`src/rtl/mux_rr_arbiter.sv`:
```
// Round-robin owner arbiter for a shared 8-to-1 mux: one-hot grant, registered select,
// and a per-owner hold limit so a busy requester cannot starve the others.
module mux_rr_arbiter #(
   parameter int MAX_HOLD = 4
) (
   input  logic       i_clk,
   input  logic       i_rst,
   input  logic [7:0] i_req,
   output logic [7:0] o_grant,
   output logic [2:0] o_sel,
   output logic       o_sel_valid
);

   localparam int CNT_W = $clog2(MAX_HOLD + 1);
   localparam logic [CNT_W-1:0] HOLD_LIMIT = CNT_W'(MAX_HOLD);

   typedef enum logic {
      IDLE = 1'b0,
      OWN  = 1'b1
   } state_t;

   state_t           r_state;
   logic [2:0]       r_owner;
   logic [2:0]       r_ptr;
   logic [CNT_W-1:0] r_cnt;
   logic [7:0]       r_grant;
   logic [2:0]       r_sel;
   logic             r_sel_valid;

   logic [2:0]       w_owner_next;
   logic             w_release;
   logic [2:0]       w_start;
   logic [3:0]       w_pick;
   logic             w_found;
   logic [2:0]       w_idx;

   // Returns {found, index} of the first set request at or after start, wrapping mod 8.
   // Scanning from the farthest offset down lets the nearest hit overwrite earlier ones.
   function automatic logic [3:0] rr_pick(input logic [7:0] req, input logic [2:0] start);
      logic [3:0] res;
      logic [2:0] idx;
      res = 4'd0;
      for (int i = 7; i >= 0; i--) begin
         idx = start + 3'(i);
         if (req[idx]) res = {1'b1, idx};
      end
      return res;
   endfunction

   assign w_owner_next = r_owner + 3'd1;
   assign w_release    = (r_state == OWN) && (!i_req[r_owner] || (r_cnt == HOLD_LIMIT));
   assign w_start      = (r_state == OWN) ? w_owner_next : r_ptr;
   assign w_pick       = rr_pick(i_req, w_start);
   assign w_found      = w_pick[3];
   assign w_idx        = w_pick[2:0];

   always_ff @(posedge i_clk) begin
      if (i_rst) begin
         r_state     <= IDLE;
         r_owner     <= 3'd0;
         r_ptr       <= 3'd0;
         r_cnt       <= '0;
         r_grant     <= 8'd0;
         r_sel       <= 3'd0;
         r_sel_valid <= 1'b0;
      end else begin
         case (r_state)
            IDLE: begin
               if (w_found) begin
                  r_state     <= OWN;
                  r_owner     <= w_idx;
                  r_cnt       <= CNT_W'(1);
                  r_grant     <= 8'd1 << w_idx;
                  r_sel       <= w_idx;
                  r_sel_valid <= 1'b1;
               end
            end
            OWN: begin
               if (w_release) begin
                  // Releasing owner drops to lowest priority, but may win again if alone.
                  r_ptr <= w_owner_next;
                  if (w_found) begin
                     r_owner     <= w_idx;
                     r_cnt       <= CNT_W'(1);
                     r_grant     <= 8'd1 << w_idx;
                     r_sel       <= w_idx;
                     r_sel_valid <= 1'b1;
                  end else begin
                     r_state     <= IDLE;
                     r_cnt       <= '0;
                     r_grant     <= 8'd0;
                     r_sel_valid <= 1'b0;
                  end
               end else begin
                  r_cnt <= r_cnt + CNT_W'(1);
               end
            end
            default: r_state <= IDLE;
         endcase
      end
   end

   assign o_grant     = r_grant;
   assign o_sel       = r_sel;
   assign o_sel_valid = r_sel_valid;

endmodule

```
`config.mk`:
```
export PLATFORM = sky130hd
export DESIGN_NAME = mux_rr_arbiter
export DESIGN_NICKNAME = d
export VERILOG_FILES = /design/src/rtl/mux_rr_arbiter.sv
export SDC_FILE = /design/constraint.sdc
export NUM_CORES = 1
export LEC_CHECK = 0
export BUFFER_PORTS_ARGS = -buffer_cell sky130_fd_sc_hd__buf_2
export CAP_MARGIN = 5
export CORE_UTILIZATION = 48
export CTS_CLUSTER_SIZE = 8
export DETAILED_ROUTE_END_ITERATION = 16
export PLACE_DENSITY = 0.66
export SETUP_SLACK_MARGIN = 0.02
export SLEW_MARGIN = 20
export SYNTH_ARGS = -nofsm -noshare
export SYNTH_HDL_FRONTEND = slang
export SYNTH_SLANG_ARGS = --single-unit
```
`constraint.sdc`:
```
create_clock -name i_clk -period 3.6 [get_ports i_clk]
set_input_delay 0.18 -clock i_clk [delete_from_list [all_inputs] [get_ports i_clk]]
set_output_delay 0.18 -clock i_clk [all_outputs]
set_load 0.05 [all_outputs]
```
## Word level (Yosys, flattened, before mapping)

Index checks and enable logic that the tools add are counted.

- Register bits after elaboration: 22
- Input bits: 10
- Word-level logic and storage cells: 82

- Add/subtract/negate cells: 9
- Order comparisons: 9
- Equality and inequality tests: 3
- Shifts and indexed selects: 1
- Muxes and demuxes: 47
- Bitwise operators: 1
- Reduce and logical (&&, ||, !) cells: 5

Operators by type and width:

| kind | count |
|---|---|
| less-than comparator 3 x 4 -> 1 bit (second input constant) | 9 |
| 2-to-1 mux 4 bit | 8 |
| binary-select mux 1 bit (select 3 bit) | 9 |
| 2-to-1 mux 8 bit | 3 |
| 2-to-1 mux 3 bit | 7 |
| one-hot mux 3 bit (2 select lines) | 3 |
| one-hot mux 8 bit (2 select lines) | 1 |
| 2-to-1 mux 1 bit | 14 |
| adder 3 bit (second input constant) | 4 |
| adder 3 x 1 -> 3 bit (second input constant) | 3 |
| left shift 1 x 3 -> 8 bit (first input constant) | 1 |
| adder 3 x 2 -> 3 bit (second input constant) | 2 |
| one-hot mux 1 bit (2 select lines) | 2 |
| AND reduction 2 bit | 2 |
| equality test 3 bit (second input constant) | 1 |
| != test 2 x 1 -> 1 bit (second input constant) | 1 |
| != test 2 bit (second input constant) | 1 |
| logical AND 1 bit | 1 |
| zero test 1 bit | 1 |
| logical OR 1 bit | 1 |
| NOT 1 bit | 1 |

## Logic depth before layout (Yosys ltp)

Gate-level depths: netlist of the first run.

- Word-level depth: 17
- Mapped depth: 14
- Depth with buffers taken out: 12

## Least setup slack after synthesis of the first run

No wires, ideal clock.

- Kind: register -> register
- From: reg r_owner[0]
- To: reg r_grant[5], in the netlist o_grant[5]
- Setup time: 117 ps
- Data arrival time: 3581 ps
- Path slack: -98 ps
- Stages on the path, launching flop included: 14
- Clock period less this slack: 3698 ps
- Path through: dfxtp_1 buf_2 nand2_1 nand2_2 buf_4 inv_1 ha_1 xnor2_4 mux2_1 mux2_2 a21bo_1 a31oi_2 mux2_2 a32o_1

- Cells in the longest elaborated chain, start to end: 17
- Elaborated cells between the ends (all ways): 46

RTL lines:

| item | line | text |
|---|---|---|
| from (decl) | 23 | `logic [2:0] r_owner;` |
| from (signal assigned) | 71 | `r_owner <= w_idx;` |
| from (signal assigned) | 83 | `r_owner <= w_idx;` |
| adder 3 x 1 -> 3 bit | 50 | `assign w_owner_next = r_owner + 3'd1;` |
| 2-to-1 mux 3 bit | 52 | `assign w_start = (r_state == OWN) ? w_owner_next : r_ptr;` |
| adder 3 bit | 44 | `idx = start + 3'(i);` |
| binary-select mux 1 bit (select 3 bit) | 45 | `if (req[idx]) res = {1'b1, idx};` |
| 2-to-1 mux 1 bit (not written as such) | 45 |  |
| 2-to-1 mux 4 bit (8 in a row) | 45 |  |
| left shift 1 x 3 -> 8 bit | 73, 85 |  |
| 2-to-1 mux 8 bit | 82 | `if (w_found) begin` |
| 2-to-1 mux 8 bit | 79 | `if (w_release) begin` |
| one-hot mux 8 bit (2 select lines) | 67 | `case (r_state)` |
| to (signal assigned) | 73 | `r_grant <= 8'd1 << w_idx;` |
| to (signal assigned) | 85 | `r_grant <= 8'd1 << w_idx;` |
| to (decl) | 26 | `logic [7:0] r_grant;` |

Several ways; a longest one is shown, not always the timed one. The select of a mux whose other input is x is not followed.
A chain may end at the register's enable or synchronous reset.

## Worst setup path after layout of the first run

- From: reg r_owner[1]
- To: reg r_grant[2], in the netlist o_grant[2]

- Cells in the longest elaborated chain, start to end: 17
- Elaborated cells between the ends (all ways): 46

RTL lines:

| item | line | text |
|---|---|---|
| adder 3 x 1 -> 3 bit (*) | 50 |  |
| named net w_owner_next[1] | 30 | `logic [2:0] w_owner_next;` |
| 2-to-1 mux 3 bit (*) | 52 |  |
| adder 3 bit | 44 |  |
| binary-select mux 1 bit (select 3 bit) | 45 |  |
| 2-to-1 mux 1 bit (not written as such) | 45 |  |
| 2-to-1 mux 4 bit (7 in a row) | 45 |  |
| 2-to-1 mux 4 bit (*) | 45 |  |
| left shift 1 x 3 -> 8 bit | 73, 85 |  |
| 2-to-1 mux 8 bit | 82 |  |
| 2-to-1 mux 8 bit | 79 |  |
| one-hot mux 8 bit (2 select lines) | 67 |  |

The timed path passes the listed nets; every way through them passes the cells marked *. The select of a mux whose other input is x is not followed.

==> results of run 1 <==
[Yosys cell counts, types with 4 or more instances]
cell type / count / share of area (%)
a211oi_1: 6 / 2.4
ha_1: 5 / 3.3
nor2_1: 25 / 4.9
inv_1: 11 / 2.2
a32o_1: 4 / 2.1
nand3b_1: 4 / 1.6
o32ai_1: 4 / 1.8
mux2_2: 4 / 2.4
mux2i_1: 13 / 6.9
o211ai_1: 4 / 1.6
clkbuf_1: 5 / 0.99
and2_1: 5 / 1.6
mux4_2: 6 / 7.1
dfxtp_1: 19 / 20
o21ai_0: 11 / 2.9
nand3_1: 6 / 1.6
nor3_1: 9 / 2.4
a21oi_1: 17 / 4.5
nand2_1: 22 / 4.4
[cell families (layout without fill, tap and decap cells)]
logic type	Yosys count	count (layout)	share of synthesized area [%]
flip-flops	19	19	20.05
AO/OA/AOI/OAI	76	76	29.22
AND/OR/NAND/NOR	81	81	19.99
adder cells (fa/ha/maj)	5	5	3.298
buffers and inverters	24	48	5.343
multiplexers	24	24	16.95
XOR/XNOR	6	6	5.145
[power by group]
part / leakage, nW / total [mW] / internal [mW] / switching, mW
Combinational: 0.705 / 1.66 / 0.672 / 0.984
Sequential: 0.156 / 0.332 / 0.278 / 0.0536
Clock: 0.0255 / 0.146 / 0.0769 / 0.0695
Total: 0.887 / 2.13 / 1.03 / 1.11
[final cells by class]
class | instances | area (um^2) | share of cell area, %
multi-input cells | 192 | 1420 | 66.41
repair buffers | 31 | 180.2 | 8.426
clock inverters | 1 | 5.005 | 0.2341
clock buffers | 3 | 41.29 | 1.931
flip-flops and latches | 19 | 382.9 | 17.91
inverters | 13 | 48.80 | 2.282
well taps | 48 | 60.06 | 2.809
[sequential cells by signal (all words and copies together), names as in the netlist]
signal / count
r_cnt: 3
r_state: 1
o_grant: 8
r_ptr: 3
r_owner: 3
o_sel_valid: 1
[metal layers]
metal	global-route usage, %	wire length [um]
met4	6.111	41
met3	1.056	235
met1	33.73	2201
met5	0	0
met2	44.53	2352
[path summary, 6_finish.rpt]
| path | startpoint | to | slack, ns | cells after the start |
|---|---|---|---|---|
| min reg2reg | o_sel_valid | o_sel_valid | 0.45 | 2 |
| min | i_rst | r_ptr[1] | 0.26 | 2 |
| max | r_owner[1] | o_grant[2] | 0.23 | 11 |
| max reg2reg | r_owner[1] | o_grant[2] | 0.23 | 11 |
[through the flow]
step	cell area, um^2	util, %	hold slack, ns
2_1_floorplan	1899	-	0.2453
3_3_place_gp	2087	56.16	0.4429
3_5_place_dp	2087	56.16	0.4486
4_1_cts	2133	57.41	0.2654
5_1_grt	2138	57.54	0.2877
6_report	2138	57.54	0.2639
==> impl_summary.txt, run 1 <==
----------------------------------------------------
[Timing]
  Setup TNS Final ... 0 ns
  Fin. max-slew vios ... 0
  Final worst-path cycle share ... 93.50%
  Final setup violation count ... 0
  Slew at the pin closest to its max-slew limit ... 0.5252 ns
  Final setup skew ... 0.005916 ns
  Setup repair after global routing missed its margin ... false
  Final worst slack ... 0.2339 ns
  Worst slew margin relative to its limit ... 64.67%
  Hold violation total from the final report ... 0
  Top achievable clock speed ... 297.1 MHz
  Time the worst path needs with I/O delays and setup ... 3.366 ns

[Routing]
  Mean number of vias per cell ... 6.176
  Number of remaining DRC errors ... 0
  Detail-routed net length per standard cell ... 15.74 um
  DRC marker count from the first detailed-route iteration ... 103
  DRT Wirelength ... 4.831 mm
  Detailed-route via count ... 1896
  Count of nets left with antenna violations after detail routing ... 0
  Number of detailed-route iterations in the first pass ... 5

[Clocking]
  H-tree levels ... 1
  TritonCTS clock tree ... built
  Clock buffer count from CTS ... 3
  Worst skew pair latency ... 0.26 ns
  Root buffer cell ... clkbuf_8
  Clk slew on worst S/H paths ... 0.07 ns
  Buffers inserted during post-CTS setup optimization ... 0
  Count of hold-fix buffers inserted at cts ... 0
  Max Buffers Root-to-Sink ... 2
  Sinks on the clock net ... 19
  Count of instances resized after the clock tree is built ... 0

[Critical path]
  Required time at the worst-slack endpoint ... 3.77 ns
  CP Class ... flop to flop
  Highest cell delay on the worst timing path ... 0.59 ns
  Buffers and inverters on the worst path ... 1
  Most common cell type on the critical path ... ha_1
  Critical Path Fanout Max ... 7
  Type of destination of the critical path ... flop
  Endpoint arrival time on the critical path ... 3.53 ns
  Slowest CP cell ... mux4_2
  Critical-path cell list ... ha_1 -> nand2_1 -> nand2_2 -> inv_2 -> ha_1 -> xnor2_4 -> mux4_2 -> o21bai_1 -> a31oi_2 -> mux2_2 -> o32ai_1
  Type of origin of the critical path ... flop
  Gate family responsible for the most delay along the worst path ... multiplexers

[Power and ir drop]
  Leak ... 0.8874 nW
  Worst vdd ir ... 0.0006982 V
  Cell area power density ... 997.8 nW/um^2
  Total power draw ... 2.134 mW

[Die]
  Core box area ... 3716 um^2
  Floorplan die height ... 64.86 um
  Number of ports placed on the die boundary ... 22
  Effective utilization at floorplan ... 51.04%
  Die X ... 64.86 um
  Overall die area ... 4207 um^2
  Row cnt ... 22

[GRT]
  Aggregate global-route resource usage ... 25.33%
  Global-route wire length before repair ... 8.438 mm
  Gr ovfl total ... 0
  Initial antenna violation count ... 0
  Pin count of the biggest net entering global routing ... 16
  Number of global-route vias before repair ... 1737

[Flow run]
  Max-capacitance violation count ... 0

[Yosys]
  Post-Synthesis Cell Area ... 1897 um^2
  Net Count, Synth ... 250
  Number of different library cells in the post-synthesis netlist ... 56
  Synthesis Warnings ... 0
  Number of flip-flops and latches in the synthesized netlist ... 19
  Post-synthesis sequential area ratio ... 20.05%
  Post-synth EDFFs ... 0
  Most frequently used flop master after synthesis ... dfxtp_1
  Async set-reset flop share out of synthesis ... 0%
  Post-synthesis instance total ... 235
  Mean cell area of the mapped netlist ... 8.072 um^2

[Final layout]
  Most common library cell in the layout ignoring fill and taps ... nor2_1
  Ratio of cells with drive above 1 in the final layout ... 23.94%
  Post-synthesis to final-layout area growth ... 12.73%
  Fin nets ... 275
  Final instance count without filler cells ... 307
  Leading cell types in the layout, fill and taps excluded ... nor2_1 (25), nand2_1 (21), buf_2 (21)
  Filler cells ... 372
  Ant diodes ... 0

[Run status]
  Status ... finished, final reports clean

[Place]
  Post-placement setup slack ... 0.1592 ns
  Weighted congestion at the end of routability-driven global placement ... 0.8801
  HPWL after DPL ... 3.819 mm
  Placed insts ... 303
  IO buf count ... 21

[Hold path]
  Class of the tightest hold or removal check ... input pin to flop

----------------------------------------------------
(Power assumes the default switching activity.)
==> inputs of run 2 (changes only) <==
- GPL_TIMING_DRIVEN: unset -> 0
==> impl_summary.txt, run 2 (synthesized netlist as in run 1, its figures left out) <==
----------------------------------------------------
[Critical path]
  Type of destination of the critical path ... flop
  Type of origin of the critical path ... flop
  Startpoint of the worst-slack reg-to-reg timing path ... r_state
  Endpoint arrival time on the critical path ... 3.55 ns
  Critical Path Fanout Max ... 10
  Launching instance or port of the critical path ... r_state
  Most common cell type on the critical path ... mux2_2
  Critical-path cell list ... clkbuf_4 -> nand2_2 -> nand2_4 -> buf_6 -> clkinvlp_4 -> ha_4 -> xnor2_4 -> mux2_1 -> mux2_2 -> a21bo_1 -> a31oi_4 -> mux2_2 -> o32ai_1
  Slowest CP cell ... mux2_2
  CP Class ... flop to flop
  Highest cell delay on the worst timing path ... 0.40 ns
  Required time at the worst-slack endpoint ... 3.76 ns

[Power and ir drop]
  Worst vdd ir ... 0.0005453 V
  Total power draw ... 2.190 mW
  Leak ... 0.8947 nW
  Cell area power density ... 1000 nW/um^2

[Die]
  Core box area ... 3716 um^2
  Overall die area ... 4207 um^2
  Floorplan die height ... 64.86 um
  Row cnt ... 22
  Effective utilization at floorplan ... 51.04%
  Die X ... 64.86 um
  Number of ports placed on the die boundary ... 22

[Hold path]
  Class of the tightest hold or removal check ... input pin to flop
  Worst Min Path Start ... i_rst

[Timing]
  Fin. max-slew vios ... 0
  Final setup skew ... 0.001381 ns
  Hold violation total from the final report ... 0
  Final worst-path cycle share ... 94.25%
  Slew at the pin closest to its max-slew limit ... 0.5439 ns
  Setup repair after global routing missed its margin ... false
  Time the worst path needs with I/O delays and setup ... 3.393 ns
  Final setup violation count ... 0
  Top achievable clock speed ... 294.7 MHz
  Worst slew margin relative to its limit ... 62.70%
  Hold slack ... 0.1454 ns

[Place]
  HPWL after DPL ... 3.669 mm
  Placement Cell Area ... 2059 um^2
  Weighted congestion at the end of routability-driven global placement ... 0.9003
  IO buf count ... 20

[GRT]
  Met3 routing resource usage after global routing ... 2.113%
  Aggregate global-route resource usage ... 25.44%
  Grt peak-use layer ... met2
  Met1 routing resource usage after global routing ... 34.70%
  Fraction of met2 tracks used by global routing ... 42.58%
  Initial antenna violation count ... 0
  Pin count of the biggest net entering global routing ... 12
  Number of global-route vias before repair ... 1813
  Gr ovfl total ... 0
  Global-route wire length before repair ... 8.514 mm

[Routing]
  Detailed-route via count ... 1885
  Count of nets left with antenna violations after detail routing ... 0
  DRT Wirelength ... 4.867 mm
  DRC marker count from the first detailed-route iteration ... 126
  Number of remaining DRC errors ... 0
  Mean number of vias per cell ... 6.081
  Detail-routed net length per standard cell ... 15.70 um
  Number of detailed-route iterations in the first pass ... 4

[Final layout]
  Final core occ ... 58.92%
  Max FFs per register ... 8
  Footprint of the flip-flops and latches ... 382.9 um^2
  Filler cells ... 382
  Most common library cell in the layout ignoring fill and taps ... nor2_1
  Ratio of cells with drive above 1 in the final layout ... 24.81%
  Post-synthesis to final-layout area growth ... 15.44%
  Area used by multi-input combinational logic ... 1453 um^2
  Fin nets ... 278
  Ant diodes ... 0
  Post-route standard cell area excluding fillers ... 2190 um^2
  Leading cell types in the layout, fill and taps excluded ... nor2_1 (25), nand2_1 (21), buf_2 (21)

[Clocking]
  TritonCTS clock tree ... built
  H-tree levels ... 1
  Worst skew pair latency ... 0.25 ns
  Count of hold-fix buffers inserted at cts ... 0
  Root buffer cell ... clkbuf_8
  Clock buffer count from CTS ... 3
  Max Buffers Root-to-Sink ... 2
  Sinks on the clock net ... 19
  Clk slew on worst S/H paths ... 0.07 ns

[Flow run]
  Max-capacitance violation count ... 0

[Run status]
  Status ... finished, final reports clean

----------------------------------------------------
run 2: layout make-up:
type | count | area share, %
Multi-Input combinational cell | 192 | 66.34
Inverter | 13 | 2.400
Tap cell | 48 | 2.743
Clock inverter | 1 | 0.2286
Clock buffer | 3 | 1.886
Sequential cell | 19 | 17.49
Timing Repair Buffer | 25 | 6.286
Buffer | 9 | 2.629
run 2: per-stage QoR:
stage | std cells | TNS (ns) | setup WS, ns
2_1_floorplan | 235 | 0 | 0.08714
3_3_place_gp | 303 | -0.6506 | -0.1221
3_5_place_dp | 303 | -0.7167 | -0.1319
4_1_cts | 307 | 0 | 0.02864
5_1_grt | 310 | 0 | 0.04181
6_report | 310 | 0 | 0.2071
run 2: report_power, final:
group	switching [mW]	internal, mW
registers	0.0515	0.278
clock network	0.0696	0.0768
logic	1.01	0.700
total	1.13	1.06
run 2: layer usage:
| metal | vias to the layer above | part of all wire (%) |
|---|---|---|
| li1 | 943 | - |
| met1 | 896 | 47 |
| met2 | 42 | 50 |
| met3 | 4 | 2.6 |
| met4 | 0 | 0.92 |
| met5 | - | 0 |
run 2: final timing paths:
path / depth (start not counted) / slack, ns / end
worst max-delay path: 13 / 0.21 / o_grant[0]
worst min-delay path: 2 / 0.15 / r_owner[0]
worst max register to register: 13 / 0.21 / o_grant[0]
worst min register to register: 2 / 0.45 / o_sel_valid
run 2: critical path: cells and delay by family (launching register included):
kind	cells	cell delay [ns]
AND/OR/NAND/NOR	2	0.28
multiplexers	3	1.05
AO/OA/AOI/OAI	3	0.68
buffers and inverters	3	0.51
adder cells (fa/ha/maj)	1	0.20
XOR/XNOR	1	0.23
flip-flops	1	0.34
run 2: repair_timing:
item	4_1_cts	5_1_grt
gates resized for setup	3	12
setup buffers	1	4
setup endpoints to repair	9	9
pin swaps	1	3
